[src/rtl/gameport_sampler.sv]
// PC game port host sampler: fires the 558 one-shots, times the four axis pulses and
// converts the widths to signed analog values plus direction/button bits.
module gameport_sampler #(
    parameter int CLK_DIV    = 266,
    parameter int TRIG_LEN   = 16,
    parameter int TIMEOUT    = 511,
    parameter int GAP_TICKS  = 1024,
    parameter int DIR_THRESH = 64
) (
    input  logic        clk,
    input  logic        rst_n,
    input  logic        enable,
    output logic        gp_trig,
    input  logic [3:0]  gp_axis,
    input  logic [3:0]  gp_btn_n,
    output logic [15:0] ana_1,
    output logic [15:0] ana_2,
    output logic [5:0]  dig_1,
    output logic [5:0]  dig_2,
    output logic [3:0]  timeout,
    output logic        valid,
    output logic [2:0]  dbg_state_o
);

    localparam int DW  = $clog2(CLK_DIV);
    localparam int TLW = $clog2(TRIG_LEN);
    localparam int TW  = $clog2(TIMEOUT + 1);
    localparam int GW  = $clog2(GAP_TICKS);
    localparam logic signed [7:0] THR = 8'(DIR_THRESH);

    typedef enum logic [2:0] {
        S_IDLE    = 3'd0,
        S_TRIG    = 3'd1,
        S_MEASURE = 3'd2,
        S_CONVERT = 3'd3,
        S_GAP     = 3'd4
    } state_t;

    // Handshake: valid is a one-clock strobe with no ready; the outputs it qualifies hold
    // their values until the next strobe, so a consumer may sample them at any time.

    state_t                 state_q, state_d;
    logic [3:0]             axis_s1_q, axis_s2_q;
    logic [3:0]             btn_s1_q, btn_s2_q;
    logic [TLW-1:0]         trig_cnt_q, trig_cnt_d;
    logic [DW-1:0]          div_q, div_d;
    logic [TW-1:0]          tick_q, tick_d;
    logic [GW-1:0]          gap_q, gap_d;
    logic [3:0]             done_q, done_d;
    logic [3:0][TW-1:0]     cnt_q, cnt_d;
    logic [3:0]             btn_a_q, btn_a_d;
    logic                   gp_trig_q, gp_trig_d;
    logic [3:0][7:0]        ana_q, ana_d;
    logic [5:0]             dig_1_q, dig_1_d, dig_2_q, dig_2_d;
    logic [3:0]             timeout_q, timeout_d;
    logic                   valid_q, valid_d;

    logic                   tick;
    logic [3:0][7:0]        ana_v;
    logic [3:0]             pressed;

    // Width -> signed value: (count - 200) * 171 / 256 with floor, clamped to 8 bits.
    function automatic logic [7:0] to_analog(input logic [TW-1:0] cnt);
        logic signed [17:0] d, p, s;
        d = $signed(18'(cnt)) - 18'sd200;
        p = d * 18'sd171;
        s = p >>> 8;
        if (s > 18'sd127)
            return 8'h7F;
        else if (s < -18'sd128)
            return 8'h80;
        else
            return s[7:0];
    endfunction

    // Returns {UP, DOWN, LEFT, RIGHT}.
    function automatic logic [3:0] dir_bits(input logic [7:0] x, input logic [7:0] y);
        return {$signed(y) < -THR, $signed(y) > THR, $signed(x) < -THR, $signed(x) > THR};
    endfunction

    always_ff @(posedge clk) begin
        if (!rst_n) begin
            state_q    <= S_IDLE;
            axis_s1_q  <= '0;
            axis_s2_q  <= '0;
            btn_s1_q   <= '0;
            btn_s2_q   <= '0;
            trig_cnt_q <= '0;
            div_q      <= '0;
            tick_q     <= '0;
            gap_q      <= '0;
            done_q     <= '0;
            cnt_q      <= '0;
            btn_a_q    <= '0;
            gp_trig_q  <= 1'b0;
            ana_q      <= '0;
            dig_1_q    <= '0;
            dig_2_q    <= '0;
            timeout_q  <= '0;
            valid_q    <= 1'b0;
        end else begin
            state_q    <= state_d;
            axis_s1_q  <= gp_axis;
            axis_s2_q  <= axis_s1_q;
            btn_s1_q   <= gp_btn_n;
            btn_s2_q   <= btn_s1_q;
            trig_cnt_q <= trig_cnt_d;
            div_q      <= div_d;
            tick_q     <= tick_d;
            gap_q      <= gap_d;
            done_q     <= done_d;
            cnt_q      <= cnt_d;
            btn_a_q    <= btn_a_d;
            gp_trig_q  <= gp_trig_d;
            ana_q      <= ana_d;
            dig_1_q    <= dig_1_d;
            dig_2_q    <= dig_2_d;
            timeout_q  <= timeout_d;
            valid_q    <= valid_d;
        end
    end

    always_comb begin
        state_d    = state_q;
        trig_cnt_d = trig_cnt_q;
        div_d      = div_q;
        tick_d     = tick_q;
        gap_d      = gap_q;
        done_d     = done_q;
        cnt_d      = cnt_q;
        btn_a_d    = btn_a_q;
        ana_d      = ana_q;
        dig_1_d    = dig_1_q;
        dig_2_d    = dig_2_q;
        timeout_d  = timeout_q;
        valid_d    = 1'b0;
        tick       = (div_q == DW'(CLK_DIV - 1));
        pressed    = btn_a_q & ~btn_s2_q;
        ana_v      = '0;
        for (int k = 0; k < 4; k++) begin
            // Axes that never fell report centre so they produce no direction bits.
            ana_v[k] = done_q[k] ? to_analog(cnt_q[k]) : 8'h00;
        end

        case (state_q)
            S_IDLE: begin
                if (enable) begin
                    state_d    = S_TRIG;
                    trig_cnt_d = '0;
                end
            end
            S_TRIG: begin
                trig_cnt_d = trig_cnt_q + 1'b1;
                div_d      = '0;
                tick_d     = '0;
                done_d     = '0;
                if (trig_cnt_q == TLW'(TRIG_LEN - 1)) begin
                    btn_a_d = ~btn_s2_q;
                    state_d = S_MEASURE;
                end
            end
            S_MEASURE: begin
                div_d = tick ? '0 : div_q + 1'b1;
                for (int k = 0; k < 4; k++) begin
                    if (!axis_s2_q[k] && !done_q[k]) begin
                        done_d[k] = 1'b1;
                        cnt_d[k]  = tick_q;
                    end
                end
                if (tick && tick_q != TW'(TIMEOUT))
                    tick_d = tick_q + 1'b1;
                if (&done_q || tick_q == TW'(TIMEOUT))
                    state_d = S_CONVERT;
            end
            S_CONVERT: begin
                ana_d     = ana_v;
                timeout_d = ~done_q;
                dig_1_d   = {pressed[1], pressed[0], dir_bits(ana_v[0], ana_v[1])};
                dig_2_d   = {pressed[3], pressed[2], dir_bits(ana_v[2], ana_v[3])};
                valid_d   = 1'b1;
                div_d     = '0;
                gap_d     = '0;
                state_d   = S_GAP;
            end
            S_GAP: begin
                div_d = tick ? '0 : div_q + 1'b1;
                if (tick) begin
                    if (gap_q == GW'(GAP_TICKS - 1)) begin
                        state_d    = enable ? S_TRIG : S_IDLE;
                        trig_cnt_d = '0;
                    end else begin
                        gap_d = gap_q + 1'b1;
                    end
                end
            end
            default: state_d = S_IDLE;
        endcase

        gp_trig_d = (state_d == S_TRIG);
    end

    assign gp_trig     = gp_trig_q;
    assign ana_1       = {ana_q[1], ana_q[0]};
    assign ana_2       = {ana_q[3], ana_q[2]};
    assign dig_1       = dig_1_q;
    assign dig_2       = dig_2_q;
    assign timeout     = timeout_q;
    assign valid       = valid_q;
    assign dbg_state_o = state_q;

endmodule

[config.mk]
export PLATFORM = sky130hd
export DESIGN_NAME = gameport_sampler
export DESIGN_NICKNAME = d
export VERILOG_FILES = /design/src/rtl/gameport_sampler.sv
export SDC_FILE = /design/constraint.sdc
export NUM_CORES = 1
export LEC_CHECK = 0
export BUFFER_PORTS_ARGS = -buffer_cell sky130_fd_sc_hd__buf_2
export CAP_MARGIN = 5
export CORE_ASPECT_RATIO = 1.75
export CORE_UTILIZATION = 60
export DETAILED_ROUTE_END_ITERATION = 7
export GPL_TIMING_DRIVEN = 0
export PLACE_DENSITY = 0.78
export SLEW_MARGIN = 40
export SYNTH_ARGS = -nofsm -noshare
export SYNTH_HDL_FRONTEND = slang
export SYNTH_SLANG_ARGS = --single-unit
export TNS_END_PERCENT = 1
[constraint.sdc]
create_clock -name clk -period 6.8 [get_ports clk]
set_clock_uncertainty 0.05 [all_clocks]
set_input_delay 0 -clock clk [delete_from_list [all_inputs] [get_ports clk]]
set_output_delay 0 -clock clk [all_outputs]
set_load 0.03 [all_outputs]
==> results of run 1 <==
[worst max-delay path by stage]
stage	endpoint	slack, ps	startpoint	cells past startpoint
CTS	ana_2[14]	570	cnt_q[30]	21
global route	ana_2[14]	140	cnt_q[30]	21
detailed placement	ana_2[14]	630	cnt_q[30]	21
finish	ana_2[14]	550	cnt_q[30]	21
global placement	dig_2[0]	580	cnt_q[21]	20
floorplan	ana_2[14]	1260	cnt_q[30]	21
[flip-flops by register name, summed over array words and instances (netlist names), 6 cells and up]
register and cells:
tick_q 9, gap_q 10, ana_2 16, cnt_q 36, dig_2 6, ana_1 16
dig_1 6, div_q 9
[synth_stat cells, types with 12 or more instances]
cell type  count
a21boi_0      41
a21o_1        12
a21oi_1       53
a221o_1       16
and2_1        32
and3_1        13
clkbuf_1      33
dfxtp_1      145
fa_1          92
ha_1         190
inv_1        288
nand2_1      143
nand3_1       24
nand4_1       13
nor2_1        65
nor2b_1       21
nor3_1        20
o21ai_0       32
xnor2_1       33
xor2_1        29
[cells by family (layout without fill, tap and decap cells)]
kind of cell               count (synthesis)  after routing  share of synthesized area, %
AOI/OAI and AO/OA                        266            266                          15.1
xor gates and xnor gates                  62             62                          4.23
adders and majority gates                282            282                          32.9
buffers and inverters                    328            432                          9.61
DFF                                      145            145                          22.6
muxes                                      4              4                         0.322
and+or+nand+nor                          394            394                          15.3
[metal layers]
layer	up-vias	GRT usage [%]	share of wire (%)
li1	5096	-	-
met4	0	13.3	3.8
met1	5049	26.5	36
met5	-	0	0
met3	65	3.32	2.2
met2	194	54.8	58
[where the power goes]
group          internal [W]  switching, W  leakage [nW]   total, W
registers          0.000855    0.00000272          1.17   0.000858
logic             0.0000188     0.0000324          5.33  0.0000513
clock network      0.000555      0.000405         0.287   0.000960
[tightest hold or removal path: stages]
cell           delay, ps
dlygate4sd3_1        520
buf_2                 90
and2_1               100
[layout make-up]
type / count / area, um^2 / area share [%]
sequential: 145 / 2900 / 20.5
buffer: 37 / 141 / 0.997
clock buffer: 18 / 439 / 3.10
clock inverter: 13 / 151 / 1.07
tap: 252 / 315 / 2.22
inverter: 291 / 1090 / 7.70
timing repair buffer: 73 / 415 / 2.93
multi-input combinational: 1008 / 8720 / 61.5
[through the flow]
step	utilization, %	total power, W	cells	instance area (um^2)
2_1_floorplan	-	0.000906	1481	12800
3_3_place_gp	64.3	0.000922	1796	13500
3_5_place_dp	64.4	0.000923	1796	13500
4_1_cts	67.7	0.00188	1837	14200
5_1_grt	67.7	0.00192	1837	14200
6_report	67.7	0.00187	1837	14200
==> reports/metrics.cfg, run 1 <==
[global_routing]
grt_overflow = 0
grt_max_degree = 17
grt_pass1_wl_um = 47500
grt_use_total_pct = 27.2
grt_antenna_before_repair = 0
grt_pass1_vias = 10479

[critical_path]
cp.required_ps = 7080
crit_arrival_ps = 6530
crit_top_cell = inv_1
crit_buf_inv = 5
reg2reg_depth = 21
end_kind = register
critical_path_class = reg -> reg
worstPathCellList = inv_1, ha_1, nand2b_1, a31o_2, clkinv_1, ha_1, inv_1, fa_1, fa_1, inv_1, fa_1, inv_1, ha_1, a21oi_2, nand2_1, a221o_2, o211ai_4, nand3_2, a311oi_2, a211oi_2, a221o_1
crit_slowest_cell = fa_1
r2r_slack_ps = 550
rr_startpoint = cnt_q[30]
critical_path.max_fanout = 12
slowest_delay_ps = 530
cp_top_family = adder cells
reg2reg_to = ana_2[14]
cp-start-kind = register

[detailed_routing]
drt_iter0_markers = 548
post-route-drc-count = 0
wl_um = 28800
via_per_inst = 5.66
wl_per_cell_um = 15.7
firstDrtPassIters = 7
num_vias = 10404
route.antenna.remaining_nets = 0

[timing]
hold_viol_final = 0
hold_ws_ps = 245
rsz0062_at_grt = no
relSlewSlack_pct = 47.1
worst_slew_pin_slew_ps = 793
fin_tns_setup_ps = 0
period_needed_ps = 6250
period_share_pct = 91.9
setup_viol = 0
slew_violations = 0
fin_ws_ps = 554
max_freq_mhz = 160

[clocking]
htreeDepth = 4
postCtsResizedCells = 0
ctsRootBufferMaster = clkbuf_16
clk_pin_slew_ps = 70
ctsHoldBuffers = 10
cts_setup_buffers = 0
cts_sinks = 145
tritoncts = done
clock_latency_ps = 440
clk_path_buf_depth = 2
numCtsBuffers = 17

[floorplanning]
io_pins = 64
die_x_um = 113
row_count = 70
die-area_um2 = 22000
core_um2 = 20900
initial_core_util_pct = 61.3
fp.dieH_um = 195

[min_path]
holdPathStages = 3
min-delay-start = gp_btn_n[0]
whs_endpoint = btn_s1_q[0]
hold_path.class = in -> reg

[synthesis]
async_reset_ff_share_pct = 0
netlist_top_cells_area = dfxtp_1 (23%), ha_1 (19%), fa_1 (14%)
seq_area_frac_synth_pct = 22.6
synth_top_area_cell = dfxtp_1
synth_fp_nets = 1774
synth-edff-count = 0
synthDominantCellAreaShare_pct = 22.6
syn_area_per_cell_um2 = 8.66
syn_area_um2 = 12800
ys_ff_latch = 145
yosys_most_used_dff = dfxtp_1
synth_cells = 1481
synth_warnings = 0
synthDistinctLibCells = 81

[place]
dp_hpwl_um = 23100
place_ws_ps = 630
port_buffers = 63
gp_congestion = 0.864

[layout]
final_cell_mix = inv_1 (288), ha_1 (190), dfxtp_1 (145)
n_fill_cell = 1653
syn_to_final_growth_pct = 10.5
drive_gt1_share_pct = 8.14
final_nets = 1866
antenna_cells = 0
final_common_cell = inv_1

[power_and_ir_drop]
p_leak_nw = 6.79
power.density_nw_per_um2 = 132
ir_worst_vdd_mv = 0.189

[job]
cap_violations = 0

[status]
status = complete, no violations

Note: power is estimated with default switching activity, not from simulation.
==> run 2, diff against run 1 <==
PLACE_DENSITY = 0.88   (was 0.78)
REMOVE_ABC_BUFFERS = 1   (was unset)
clock period = 7.83 ns   (was 6.8 ns; I/O delays follow)
==> reports/metrics.cfg, run 2 (synthesized netlist as in run 1, its figures left out) <==
[floorplanning]
initial_core_util_pct = 61.3  ; unchanged
row_count = 70  ; unchanged
die-area_um2 = 22000  ; unchanged
die_x_um = 113  ; unchanged
fp.dieH_um = 195  ; unchanged
core_um2 = 20900  ; unchanged
io_pins = 64  ; unchanged

[clocking]
ctsRootBufferMaster = clkbuf_16
clk_path_buf_depth = 2  ; unchanged
cts_sinks = 145  ; unchanged
clk_pin_slew_ps = 70  ; about the same
cts_setup_buffers = 0  ; unchanged
clock_latency_ps = 450  ; about the same
tritoncts = done
numCtsBuffers = 17  ; unchanged
htreeDepth = 4  ; unchanged

[global_routing]
grt_pass1_vias = 10895  ; +4.0%
grt_pass1_wl_um = 47800  ; +0.57%
grt_max_degree = 86  ; +69
grt_overflow = 0  ; unchanged
grt_antenna_before_repair = 1  ; +1
grt_use_total_pct = 27.0  ; -0.18 points

[detailed_routing]
drt_iter0_markers = 720  ; +31%
num_vias = 10492  ; +0.85%
wl_um = 28500  ; -1.2%
route.antenna.remaining_nets = 0  ; unchanged
via_per_inst = 5.82  ; +2.8%
firstDrtPassIters = 8  ; +1
post-route-drc-count = 4  ; +4
wl_per_cell_um = 15.8  ; +0.72%

[place]
gp_congestion = 0.879  ; +1.8%
port_buffers = 63  ; unchanged
dp_hpwl_um = 20900  ; -9.8%
place_area_um2 = 13400  ; -0.90%

[timing]
slew_violations = 0  ; unchanged
period_share_pct = 81.7  ; -10 points
hold_ws_ps = 58.8  ; -186 ps
hold_viol_final = 0  ; unchanged
rsz0062_at_grt = no
max_freq_mhz = 156  ; -2.4%
fin_tns_setup_ps = 0  ; unchanged
period_needed_ps = 6400  ; +154 ps
setup_viol = 0  ; unchanged
worst_slew_pin_slew_ps = 788  ; -4.71 ps
relSlewSlack_pct = 47.4  ; +0.26 points

[layout]
n_fill_cell = 1536  ; -7.1%
fin_area_um2 = 14100  ; -0.72%
largest_reg_flops = 36  ; unchanged
syn_to_final_growth_pct = 9.72
final_common_cell = inv_1
final_nets = 1829  ; -2.0%
drive_gt1_share_pct = 8.33  ; +0.19 points
largest_register = cnt_q
final_cell_mix = inv_1 (288), ha_1 (190), dfxtp_1 (145)

[critical_path]
crit_top_cell = inv_1
cp-start-kind = register
worstPathCellList = inv_1, ha_1, nand2b_1, a31o_2, clkinv_1, ha_1, inv_1, fa_1, fa_1, inv_1, fa_1, inv_1, ha_1, a21oi_2, nand2_1, a221o_2, o211ai_4, nand3_2, a311oi_2, a211oi_2, a221o_1
critical_path.max_fanout = 12  ; unchanged
end_kind = register
crit_arrival_ps = 6700  ; +170 ps
cp_top_family = adder cells
crit_slowest_cell = fa_1
cp.required_ps = 8130  ; +1050 ps
slowest_delay_ps = 540  ; about the same
crit_buf_inv = 5  ; unchanged
critical_path_class = reg -> reg

[power_and_ir_drop]
power.density_nw_per_um2 = 117  ; -11%
p_leak_nw = 6.75  ; -0.58%
ir_worst_vdd_mv = 0.180  ; -4.8%
fin_total_pwr_w = 0.00165  ; -12%

[status]
violations = design-rule violations
status = complete, but fails checks

[min_path]
hold_path.class = in -> reg

[job]
cap_violations = 0  ; unchanged

[run 2: changes by cell type in the layout (fill, tap and decap cells not counted), sizes merged]
cell	delta
buf	-3
clkbuf	-33
clkinv	-3
diode	+1
dlygate4sd3	-1
inv	+4
[run 2: power by group]
part	leakage, nW	total [W]	internal [W]	switching, W
clock	0.295	0.000868	0.000486	0.000382
combinational	5.28	0.0000383	0.0000155	0.0000228
sequential	1.17	0.000746	0.000742	0.00000344
total	6.75	0.00165	0.00124	0.000408
[run 2: worst register-to-register path, cell delays in order, from the launching register on]
cell and delay, ps:
dfxtp_1 440, inv_1 160, ha_1 280, nand2b_1 110, a31o_2 280, clkinv_1 390
ha_1 430, inv_1 80, fa_1 540, fa_1 530, inv_1 70, fa_1 540
inv_1 40, ha_1 360, a21oi_2 150, nand2_1 80, a221o_2 440, o211ai_4 260
nand3_2 160, a311oi_2 390, a211oi_2 150, a221o_1 340
[run 2: path summary, 6_finish.rpt]
check	startpoint	end	slack (ps)	cells after the start
worst max-delay path	cnt_q[30]	ana_2[14]	1430	21
worst min-delay path	rst_n	btn_a_q[1]	60	2
worst min register to register	dig_2[1]	dig_2[1]	380	2
worst max register to register	cnt_q[30]	ana_2[14]	1430	21
[run 2: per-stage QoR]
step           utilization [%]  std cells  setup slack [ps]
4_1_cts                   67.2       1801              1470
2_1_floorplan                -       1444              2290
3_3_place_gp              63.6       1759              1650
6_report                  67.3       1802              1430
3_5_place_dp              63.8       1760              1640
5_1_grt                   67.3       1802              1080
[run 2: routing by layer]
layer | GRT usage, % | up-vias | routed length, um
met5 | 0 | - | 0
met4 | 17.2 | 0 | 1420
met3 | 3.76 | 111 | 943
met2 | 52.5 | 319 | 15800
met1 | 26.1 | 5041 | 10300
li1 | - | 5021 | -
[run 2: layout make-up]
class                           instances  area, um^2  share of cell area, %
Multi-Input combinational cell       1008        8730                   62.0
Inverter                              291        1090                   7.76
Clock buffer                           18         429                   3.05
Clock inverter                         14         183                   1.30
Timing Repair Buffer                   73         423                   3.00
Tap cell                              252         315                   2.24
Sequential cell                       145        2900                   20.6
Antenna cell                            1        2.50                 0.0178
[run 2: repair_timing]
| action | CTS | global route |
|---|---|---|
| endpoints found under the hold margin | 10 | 0 |
| gates resized for setup | 0 | 0 |
| endpoints found under the setup margin | 0 | 0 |
| hold buffers | 9 | 0 |
